[src/rtl/mem_access_pkg.sv]
// Shared types and helpers for the RAM data-port initiator: funct3 codes,
// FSM state encoding, load extension and sub-word store merging.
package mem_access_pkg;

    localparam logic [2:0] F3_B  = 3'b000;
    localparam logic [2:0] F3_H  = 3'b001;
    localparam logic [2:0] F3_W  = 3'b010;
    localparam logic [2:0] F3_BU = 3'b100;
    localparam logic [2:0] F3_HU = 3'b101;

    typedef enum logic [1:0] {
        ST_IDLE  = 2'd0,
        ST_READ  = 2'd1,
        ST_WRITE = 2'd2,
        ST_RESP  = 2'd3
    } state_t;

    // Sign/zero extension of the addressed low bytes of a little-endian word.
    function automatic logic [31:0] load_extend(input logic [2:0]  funct3,
                                                input logic [31:0] word);
        logic [31:0] res;
        case (funct3)
            F3_B:    res = {{24{word[7]}}, word[7:0]};
            F3_BU:   res = {24'd0, word[7:0]};
            F3_H:    res = {{16{word[15]}}, word[15:0]};
            F3_HU:   res = {16'd0, word[15:0]};
            default: res = word;
        endcase
        return res;
    endfunction

    // The RAM always writes four bytes, so sub-word stores keep the upper
    // bytes read back from memory.
    function automatic logic [31:0] store_merge(input logic [2:0]  funct3,
                                                input logic [31:0] old_word,
                                                input logic [31:0] wdata);
        logic [31:0] res;
        case (funct3)
            F3_B:    res = {old_word[31:8], wdata[7:0]};
            F3_H:    res = {old_word[31:16], wdata[15:0]};
            default: res = wdata;
        endcase
        return res;
    endfunction

endpackage

[src/rtl/mem_access_unit.sv]
// Load/store initiator for a byte-addressed RAM data port. One transaction in
// flight; sub-word stores are done as read-modify-write.
//
// state    | meaning
// ---------+---------------------------------------------------------------
// IDLE     | waiting for a request, req_ready high
// READ     | mem_addr held, RAM word captured (load result or RMW old data)
// WRITE    | mem_we pulsed for one cycle with mem_wd
// RESP     | response presented, held until resp_ready
module mem_access_unit
    import mem_access_pkg::*;
#(
    parameter int MEM_SIZE = 4096
) (
    input  logic        clk,
    input  logic        rst,
    input  logic        req_valid,
    output logic        req_ready,
    input  logic        req_we,
    input  logic [2:0]  req_funct3,
    input  logic [31:0] req_addr,
    input  logic [31:0] req_wdata,
    output logic        resp_valid,
    input  logic        resp_ready,
    output logic [31:0] resp_rdata,
    output logic        resp_err,
    output logic [31:0] mem_addr,
    input  logic [31:0] mem_rd,
    output logic        mem_we,
    output logic [31:0] mem_wd
);

    state_t      state_q, state_d;
    logic        we_q, we_d;
    logic [2:0]  f3_q, f3_d;
    logic [31:0] addr_q, addr_d;
    logic [31:0] wd_q, wd_d;
    logic [31:0] rdata_q, rdata_d;
    logic        err_q, err_d;

    logic        req_err;
    logic        f3_bad;
    logic        misalign;
    logic [32:0] end_addr;

    // Request legality: funct3 set, alignment, and range without address wrap.
    always_comb begin
        end_addr = {1'b0, req_addr} + 33'd3;
        case (req_funct3)
            F3_B, F3_H, F3_W: f3_bad = 1'b0;
            F3_BU, F3_HU:     f3_bad = req_we;
            default:          f3_bad = 1'b1;
        endcase
        misalign = ((req_funct3 == F3_H || req_funct3 == F3_HU) && req_addr[0])
                || ((req_funct3 == F3_W) && (req_addr[1:0] != 2'b00));
        req_err  = f3_bad || misalign || (end_addr >= 33'(MEM_SIZE));
    end

    // Next-state and datapath updates; everything holds by default.
    always_comb begin
        state_d = state_q;
        we_d    = we_q;
        f3_d    = f3_q;
        addr_d  = addr_q;
        wd_d    = wd_q;
        rdata_d = rdata_q;
        err_d   = err_q;
        case (state_q)
            ST_IDLE: begin
                if (req_valid) begin
                    we_d    = req_we;
                    f3_d    = req_funct3;
                    addr_d  = req_addr;
                    rdata_d = '0;
                    err_d   = req_err;
                    if (req_we) wd_d = req_wdata;
                    if (req_err)
                        state_d = ST_RESP;
                    else if (req_we && req_funct3 == F3_W)
                        state_d = ST_WRITE;
                    else
                        state_d = ST_READ;
                end
            end
            ST_READ: begin
                if (we_q) begin
                    wd_d    = store_merge(f3_q, mem_rd, wd_q);
                    state_d = ST_WRITE;
                end else begin
                    rdata_d = load_extend(f3_q, mem_rd);
                    state_d = ST_RESP;
                end
            end
            ST_WRITE: state_d = ST_RESP;
            ST_RESP:  if (resp_ready) state_d = ST_IDLE;
            default:  state_d = ST_IDLE;
        endcase
    end

    // State and datapath registers with synchronous reset.
    always_ff @(posedge clk) begin
        if (rst) begin
            state_q <= ST_IDLE;
            we_q    <= 1'b0;
            f3_q    <= 3'd0;
            addr_q  <= '0;
            wd_q    <= '0;
            rdata_q <= '0;
            err_q   <= 1'b0;
        end else begin
            state_q <= state_d;
            we_q    <= we_d;
            f3_q    <= f3_d;
            addr_q  <= addr_d;
            wd_q    <= wd_d;
            rdata_q <= rdata_d;
            err_q   <= err_d;
        end
    end

    // Reset gates the write strobe combinationally so a reset in WRITE
    // never reaches the RAM.
    assign mem_we     = (state_q == ST_WRITE) && !rst;
    assign req_ready  = (state_q == ST_IDLE) && !rst;
    assign resp_valid = (state_q == ST_RESP);
    assign resp_rdata = rdata_q;
    assign resp_err   = err_q;
    assign mem_addr   = addr_q;
    assign mem_wd     = wd_q;

endmodule
[config.mk]
export PLATFORM = sky130hd
export DESIGN_NAME = mem_access_unit
export DESIGN_NICKNAME = d
export VERILOG_FILES = /design/src/rtl/mem_access_pkg.sv /design/src/rtl/mem_access_unit.sv
export SDC_FILE = /design/constraint.sdc
export NUM_CORES = 1
export LEC_CHECK = 0
export ABC_CLOCK_PERIOD_IN_PS = 1950
export CORE_MARGIN = 8
export CORE_UTILIZATION = 39
export CTS_BUF_LIST = sky130_fd_sc_hd__clkbuf_2 sky130_fd_sc_hd__clkbuf_4 sky130_fd_sc_hd__clkbuf_8
export CTS_CLUSTER_SIZE = 25
export DETAILED_ROUTE_END_ITERATION = 12
export MAX_ROUTING_LAYER = met4
export PLACE_DENSITY_LB_ADDON = 0.15
export SLEW_MARGIN = 40
export SYNTH_ARGS = -nofsm -noshare
export SYNTH_HDL_FRONTEND = slang
export SYNTH_SLANG_ARGS = --single-unit
[constraint.sdc]
create_clock -name clk -period 1.95 [get_ports clk]
set_input_delay 0.2925 -clock clk [delete_from_list [all_inputs] [get_ports clk]]
set_output_delay 0.2925 -clock clk [all_outputs]
set_load 0.05 [all_outputs]
==> flow_metrics.py, run 1 <==
metrics = {
    "clock_network": {
        "numCtsBuffers": 9,
        "clk_pin_slew_ns": 0.10,
        "cts.sinks": 103,
        "htreeDepth": 3,
        "clk_latency_ns": 0.36,
        "cts-root-buf": "clkbuf_8",
        "cts_tree": "yes",
        "clk_path_buf_depth": 2,
    },
    "synth": {
        "synth_nets": 664,
        "synthFlopType": "dfxtp_1",
        "synth.area.top_cells": "dfxtp_1 (46%), nand2_1 (10%), a21oi_1 (9.7%)",
        "syn-instance-count": 555,
        "synth_top_area_share_pct": 45.87,
        "synth_cell_types": 50,
        "synth_top_cell_by_area": "dfxtp_1",
        "synth_edf_count": 0,
        "async_flop_share_pct": 0,
        "yosys_warnings": 0,
        "ys_seq_area_share_pct": 45.87,
        "avgSynthCellArea_um2": 8.100,
        "ys_seq_elements": 103,
        "netlist_area_um2": 4496,
    },
    "critical_path": {
        "crit_type": "primary input to flip-flop",
        "cp-start-kind": "primary input",
        "critical_path_required_ns": 2.17,
        "worst-r2r-cell-count": 9,
        "worstReg2RegEnd": "mem_wd[28]$_SDFFE_PP0P_",
        "crit_chain": "clkdlybuf4s50_1, or4_1, a311oi_2, a31oi_2, nor4_4, a31oi_1",
        "crit_path_end_kind": "flip-flop",
        "rrSetupSlack_ns": 0.10,
        "cpPeakStageDelay_ns": 0.56,
        "path_max_fanout": 4,
        "critPathTopFamily": "simple AND/OR/NAND/NOR gates",
        "arrival_ns": 2.09,
        "r2r_start": "state_q[0]$_SDFFE_PP0P_",
        "cp_slowest_cell": "or4_1",
        "worst-path-buf-inv": 1,
    },
    "sta": {
        "clock_skew_ns": 0.01317,
        "setup_tns_ns": 0,
        "slew_violations": 0,
        "hold_viol": 0,
        "fmax_mhz": 536.6,
        "worst_pin_slew_ns": 0.5676,
        "fin_crit_sh_pct": 95.57,
        "maxSlewHeadroom_pct": 62.16,
        "setup_viol": 0,
        "hold_slack_ns": 0.2137,
        "fin_crit_ns": 1.864,
        "rsz0062_at_grt": "yes",
    },
    "finish": {
        "drive_gt1_share_pct": 13.96,
        "final_common_cell": "clkdlybuf4s50_1",
        "syn_to_final_growth_pct": 66.99,
        "fin_cells": 940,
        "final_cell_mix": "clkdlybuf4s50_1 (186), nand2_1 (125), dfxtp_1 (101), a21oi_1 (86), buf_4 (52)",
        "nets": 899,
    },
    "floorplanning": {
        "initial_core_util_pct": 39.71,
        "fp.dieH_um": 123.4,
        "dieArea_um2": 15220,
        "pin_count": 204,
        "core_um2": 11320,
        "die_x_um": 123.4,
        "row_count": 39,
    },
    "min_path": {
        "hp-start": "req_addr[5]",
        "min_path_type": "primary input to flip-flop",
        "worstHoldPathCells": 3,
        "hold_end": "mem_addr[5]$_SDFFE_PP0P_",
    },
    "global_route": {
        "grtUsageTotal_pct": 20.25,
        "grt_pass1_wl_um": 23860,
        "grt.busiest_layer": "met2",
        "antenna_found_initial": 2,
        "grt_util_met1_pct": 22.95,
        "use_met3_pct": 6.027,
        "grt_pass1_vias": 4656,
        "grt_overflow": 0,
        "gr-usage-met2_pct": 34.81,
        "grt_max_degree": 48,
    },
    "power_and_ir_drop": {
        "p_leak_nw": 2.829,
        "power_density_nw_per_um2": 1386,
        "peakVddDrop_mv": 1.208,
    },
    "routing": {
        "post-route-drc-count": 0,
        "ant_nets": 0,
        "drt_iter0_markers": 342,
        "wl_um": 16050,
        "wl_per_cell_um": 17.08,
        "via_per_inst": 5.138,
        "vias": 4830,
        "dr.pass1.iters": 4,
    },
    "place": {
        "placement.io_buffers": 203,
        "place_congestion": 0.8957,
        "dp_hpwl_um": 11970,
        "dpl.cell_count": 913,
    },
    "outcome": {
        "status": "finished clean",
    },
    "flow_run": {
        "maxCapViolations": 0,
    },
}
==> sequential cells by signal, summed over array words and instances, names as in the netlist <==
| signal | cells |
|---|---|
| mem_addr | 32 |
| mem_wd | 32 |
| resp_err | 1 |
| resp_rdata | 32 |
| we_q | 1 |
| state_q | 2 |
| f3_q | 3 |
==> synthesized netlist by cell type (4+ instances only) <==
| cell type | instances |
|---|---|
| nand2_1 | 125 |
| inv_1 | 6 |
| a211oi_1 | 22 |
| nor2_1 | 51 |
| buf_2 | 4 |
| o21ai_0 | 19 |
| nand3_1 | 10 |
| and4_1 | 4 |
| nor3_1 | 5 |
| clkbuf_1 | 29 |
| ha_1 | 5 |
| nor2b_1 | 4 |
| a31oi_1 | 7 |
| mux2i_1 | 26 |
| dfxtp_1 | 103 |
| nand4_1 | 5 |
| a21oi_1 | 87 |
==> worst register-to-register path: cells and delay by family (launching register included) <==
kind | cells | cell delay (ns)
AND/OR/NAND/NOR | 2 | 0.12
AO/OA/AOI/OAI | 2 | 0.54
buffers and inverters | 4 | 0.58
adder cells (fa/ha/maj) | 1 | 0.20
flip-flops | 1 | 0.35
==> cell families after synthesis <==
logic type / count (synthesis) / share of synthesized area [%]
compound gates: 155 / 20.85
xor+xnor: 2 / 0.3897
fa+ha+maj: 5 / 1.392
buf+inv: 42 / 3.952
flops: 103 / 45.87
mux: 26 / 5.789
simple gates: 222 / 21.76
==> how the worst max path moves through the flow <==
stage / start / to / cells after the start
5_1_grt: req_addr[16] / state_q[1]$_SDFFE_PP0P_ / 7
2_1_floorplan: state_q[1]$_SDFFE_PP0P_ / mem_wd[16]$_SDFFE_PP0P_ / 8
4_1_cts: req_addr[10] / state_q[1]$_SDFFE_PP0P_ / 9
6_report: req_addr[21] / state_q[1]$_SDFFE_PP0P_ / 6
3_3_place_gp: req_addr[10] / state_q[0]$_SDFFE_PP0P_ / 7
3_5_place_dp: req_addr[10] / state_q[1]$_SDFFE_PP0P_ / 7
==> where the power goes <==
group / switching, mW / total (mW) / leakage, nW / internal (mW)
clock: 0.738 / 1.62 / 0.125 / 0.880
sequential: 0.256 / 2.84 / 0.843 / 2.58
combinational: 3.66 / 5.95 / 1.86 / 2.29
total: 4.65 / 10.4 / 2.83 / 5.76
==> cell type report <==
| cell class | instances | area (um2) |
|---|---|---|
| fillers | 966 | 3814 |
| inverters | 6 | 22.52 |
| clock buffers | 10 | 131.4 |
| repair buffers | 260 | 2574 |
| diodes | 2 | 5.005 |
| flip-flops and latches | 103 | 2064 |
| clock inverters | 6 | 116.4 |
| well taps | 143 | 178.9 |
| multi-input cells | 410 | 2415 |
==> metal layers <==
layer / up-vias / routed length [um]
met2: 133 / 8115
met5: - / 0
met1: 2285 / 6658
met4: 0 / 97
li1: 2406 / -
met3: 6 / 1183
==> metrics by stage <==
stage          instance area [um2]  power, mW  utilization [%]  setup WS (ns)
5_1_grt                       7507      11.02            66.31       -0.02252
3_5_place_dp                  6962      8.423            61.49        -0.5595
4_1_cts                       7279      10.08            64.30      0.0001628
2_1_floorplan                 4503      6.455                -        0.05423
3_3_place_gp                  6962      8.301            61.49        -0.4689
6_report                      7507      10.41            66.31        0.08637
==> timing repair <==
item                                   in CTS  in global routing
endpoints found under the hold margin       0                  0
pin swaps                                   9                 10
gates cloned                                0                  2
hold buffers                                0                  0
setup buffers                               2                  5
gates resized for setup                     9                 33
setup endpoints to repair                  19                 44
Power figures use the tool's default switching activity.
==> run 2: changes to the inputs <==
- REMOVE_ABC_BUFFERS: not set -> 1
==> run 2 against run 1 <==
  * Final cell count is 0.11% lower
  * Power shrank 1.5%
  * Register-to-register slack barely moved
  * Sequential power hardly changed
  * Worst hold slack improved by 0.0022 ns
  * Clock power decreased by 8%
  * Global-route usage fell by 0.075 points
  * Routed wire length decreased by 1.2%
  * Via count up 2.3%
  * Critical path type unchanged
  * Critical endpoint is now state_q[0]$_SDFFE_PP0P_
==> flow_metrics.py, run 2 (synthesized netlist as in run 1, its figures left out) <==
metrics = {
    "floorplanning": {
        "pin_count": 204,
        "initial_core_util_pct": 39.71,
        "dieArea_um2": 15220,
        "core_um2": 11320,
        "row_count": 39,
        "die_x_um": 123.4,
        "fp.dieH_um": 123.4,
    },
    "critical_path": {
        "worst-path-buf-inv": 3,
        "arrival_ns": 2.10,
        "crit_path_end_kind": "flip-flop",
        "cp-start-kind": "primary input",
        "crit_type": "primary input to flip-flop",
        "cpPeakStageDelay_ns": 0.43,
        "path_max_fanout": 6,
        "critical_path_required_ns": 2.18,
        "crit_chain": "clkdlybuf4s50_1, buf_4, and3_2, and4_4, a31oi_4, o22ai_2, nor4_2, buf_4, a31oi_1",
        "critPathTopFamily": "buffers and inverters",
        "cpMostUsedCell": "buf_4",
        "cp_slowest_cell": "clkdlybuf4s50_1",
    },
    "routing": {
        "ant_nets": 0,
        "via_per_inst": 5.263,
        "wl_per_cell_um": 16.89,
        "vias": 4942,
        "wl_um": 15860,
        "dr.pass1.iters": 5,
        "drt_iter0_markers": 316,
        "post-route-drc-count": 0,
    },
    "power_and_ir_drop": {
        "p_leak_nw": 2.883,
        "power_density_nw_per_um2": 1372,
        "total_power_mw": 10.26,
        "peakVddDrop_mv": 0.8503,
    },
    "place": {
        "place_congestion": 0.8735,
        "placement.io_buffers": 203,
        "dp_hpwl_um": 11780,
        "place_area_um2": 6955,
        "place_ws_ns": -0.5405,
    },
    "sta": {
        "fmax_mhz": 535.6,
        "fin_crit_sh_pct": 95.75,
        "worst_pin_slew_ns": 0.5595,
        "maxSlewHeadroom_pct": 62.58,
        "slew_violations": 0,
        "fin_crit_ns": 1.867,
        "setup_viol": 0,
        "worst_slack_ns": 0.08284,
        "clock_skew_ns": 0.01208,
        "hold_viol": 0,
    },
    "finish": {
        "final_common_cell": "clkdlybuf4s50_1",
        "syn_to_final_growth_pct": 66.30,
        "drive_gt1_share_pct": 13.44,
        "nets": 901,
        "fill_cells": 982,
        "postLayoutCellArea_um2": 7476,
        "final_cell_mix": "clkdlybuf4s50_1 (181), nand2_1 (125), dfxtp_1 (101), a21oi_1 (87), buf_4 (56)",
        "diodes": 0,
    },
    "outcome": {
        "status": "finished clean",
    },
    "clock_network": {
        "cts-root-buf": "clkbuf_8",
        "cts_tree": "yes",
        "clk_latency_ns": 0.36,
        "clk_pin_slew_ns": 0.10,
        "numCtsBuffers": 9,
        "cts.sinks": 103,
        "htreeDepth": 3,
        "clk_path_buf_depth": 2,
    },
    "flow_run": {
        "maxCapViolations": 0,
    },
    "global_route": {
        "grt_pass1_wl_um": 24090,
        "grtUsageTotal_pct": 20.17,
        "antenna_found_initial": 0,
        "grt_max_degree": 46,
        "grt_pass1_vias": 4792,
        "grt_overflow": 0,
    },
    "min_path": {
        "min_path_type": "primary input to flip-flop",
    },
}
run 2: path summary, 6_finish.rpt:
kind	startpoint	endpoint	slack [ns]	cells past startpoint
setup reg to reg	state_q[0]$_SDFFE_PP0P_	mem_wd[25]$_SDFFE_PP0P_	0.10	8
hold / removal	req_addr[4]	mem_addr[4]$_SDFFE_PP0P_	0.22	3
hold reg to reg	mem_addr[17]$_SDFFE_PP0P_	mem_addr[17]$_SDFFE_PP0P_	0.46	2
setup / recovery	req_addr[17]	state_q[0]$_SDFFE_PP0P_	0.08	9
run 2: layout make-up:
cell class	instances	area (um2)	share of cell area, %
Tap cell	143	178.9	2.393
Inverter	6	22.52	0.3013
Sequential cell	103	2067	27.65
Multi-Input combinational cell	410	2389	31.95
Clock buffer	10	137.6	1.841
Timing Repair Buffer	262	2599	34.76
Clock inverter	5	82.58	1.105
run 2: power by group:
group          internal (mW)  total [mW]  switching [mW]
Clock                  0.755        1.49           0.736
Combinational           2.29        5.91            3.62
Sequential              2.59        2.85           0.261
Total                   5.64        10.3            4.62
run 2: routing by layer:
| metal | wire length (um) | vias up | GRT usage (%) |
|---|---|---|---|
| met5 | 0 | - | - |
| met2 | 7997 | 148 | 35.38 |
| met4 | 182 | 0 | 5.794 |
| met3 | 1130 | 13 | 3.881 |
| li1 | - | 2404 | - |
| met1 | 6546 | 2377 | 22.85 |
run 2: repair_timing:
| action | in CTS | in global routing |
|---|---|---|
| hold buffers | 0 | 0 |
| endpoints found under the setup margin | 4 | 40 |
| pin swaps | 3 | 13 |
| gates cloned | 0 | 2 |
| buffers inserted | 1 | 10 |
| resized for setup | 2 | 45 |
run 2: metrics by stage:
step	TNS (ns)	util, %	instances	hold WS [ns]
floorplan	-77.93	-	519	0.3571
global placement	-5.374	61.44	911	0.4380
detailed placement	-6.643	61.44	911	0.4424
CTS	-0.1646	63.52	927	0.3284
global route	-0.001471	66.04	939	0.2042
finish	0	66.04	939	0.2159
run 2: worst min-delay path, delay by kind of cell:
kind	cells	cell delay, ns
AOI/OAI and AO/OA	1	0.05
buffers and inverters	1	0.13
and+or+nand+nor	1	0.05
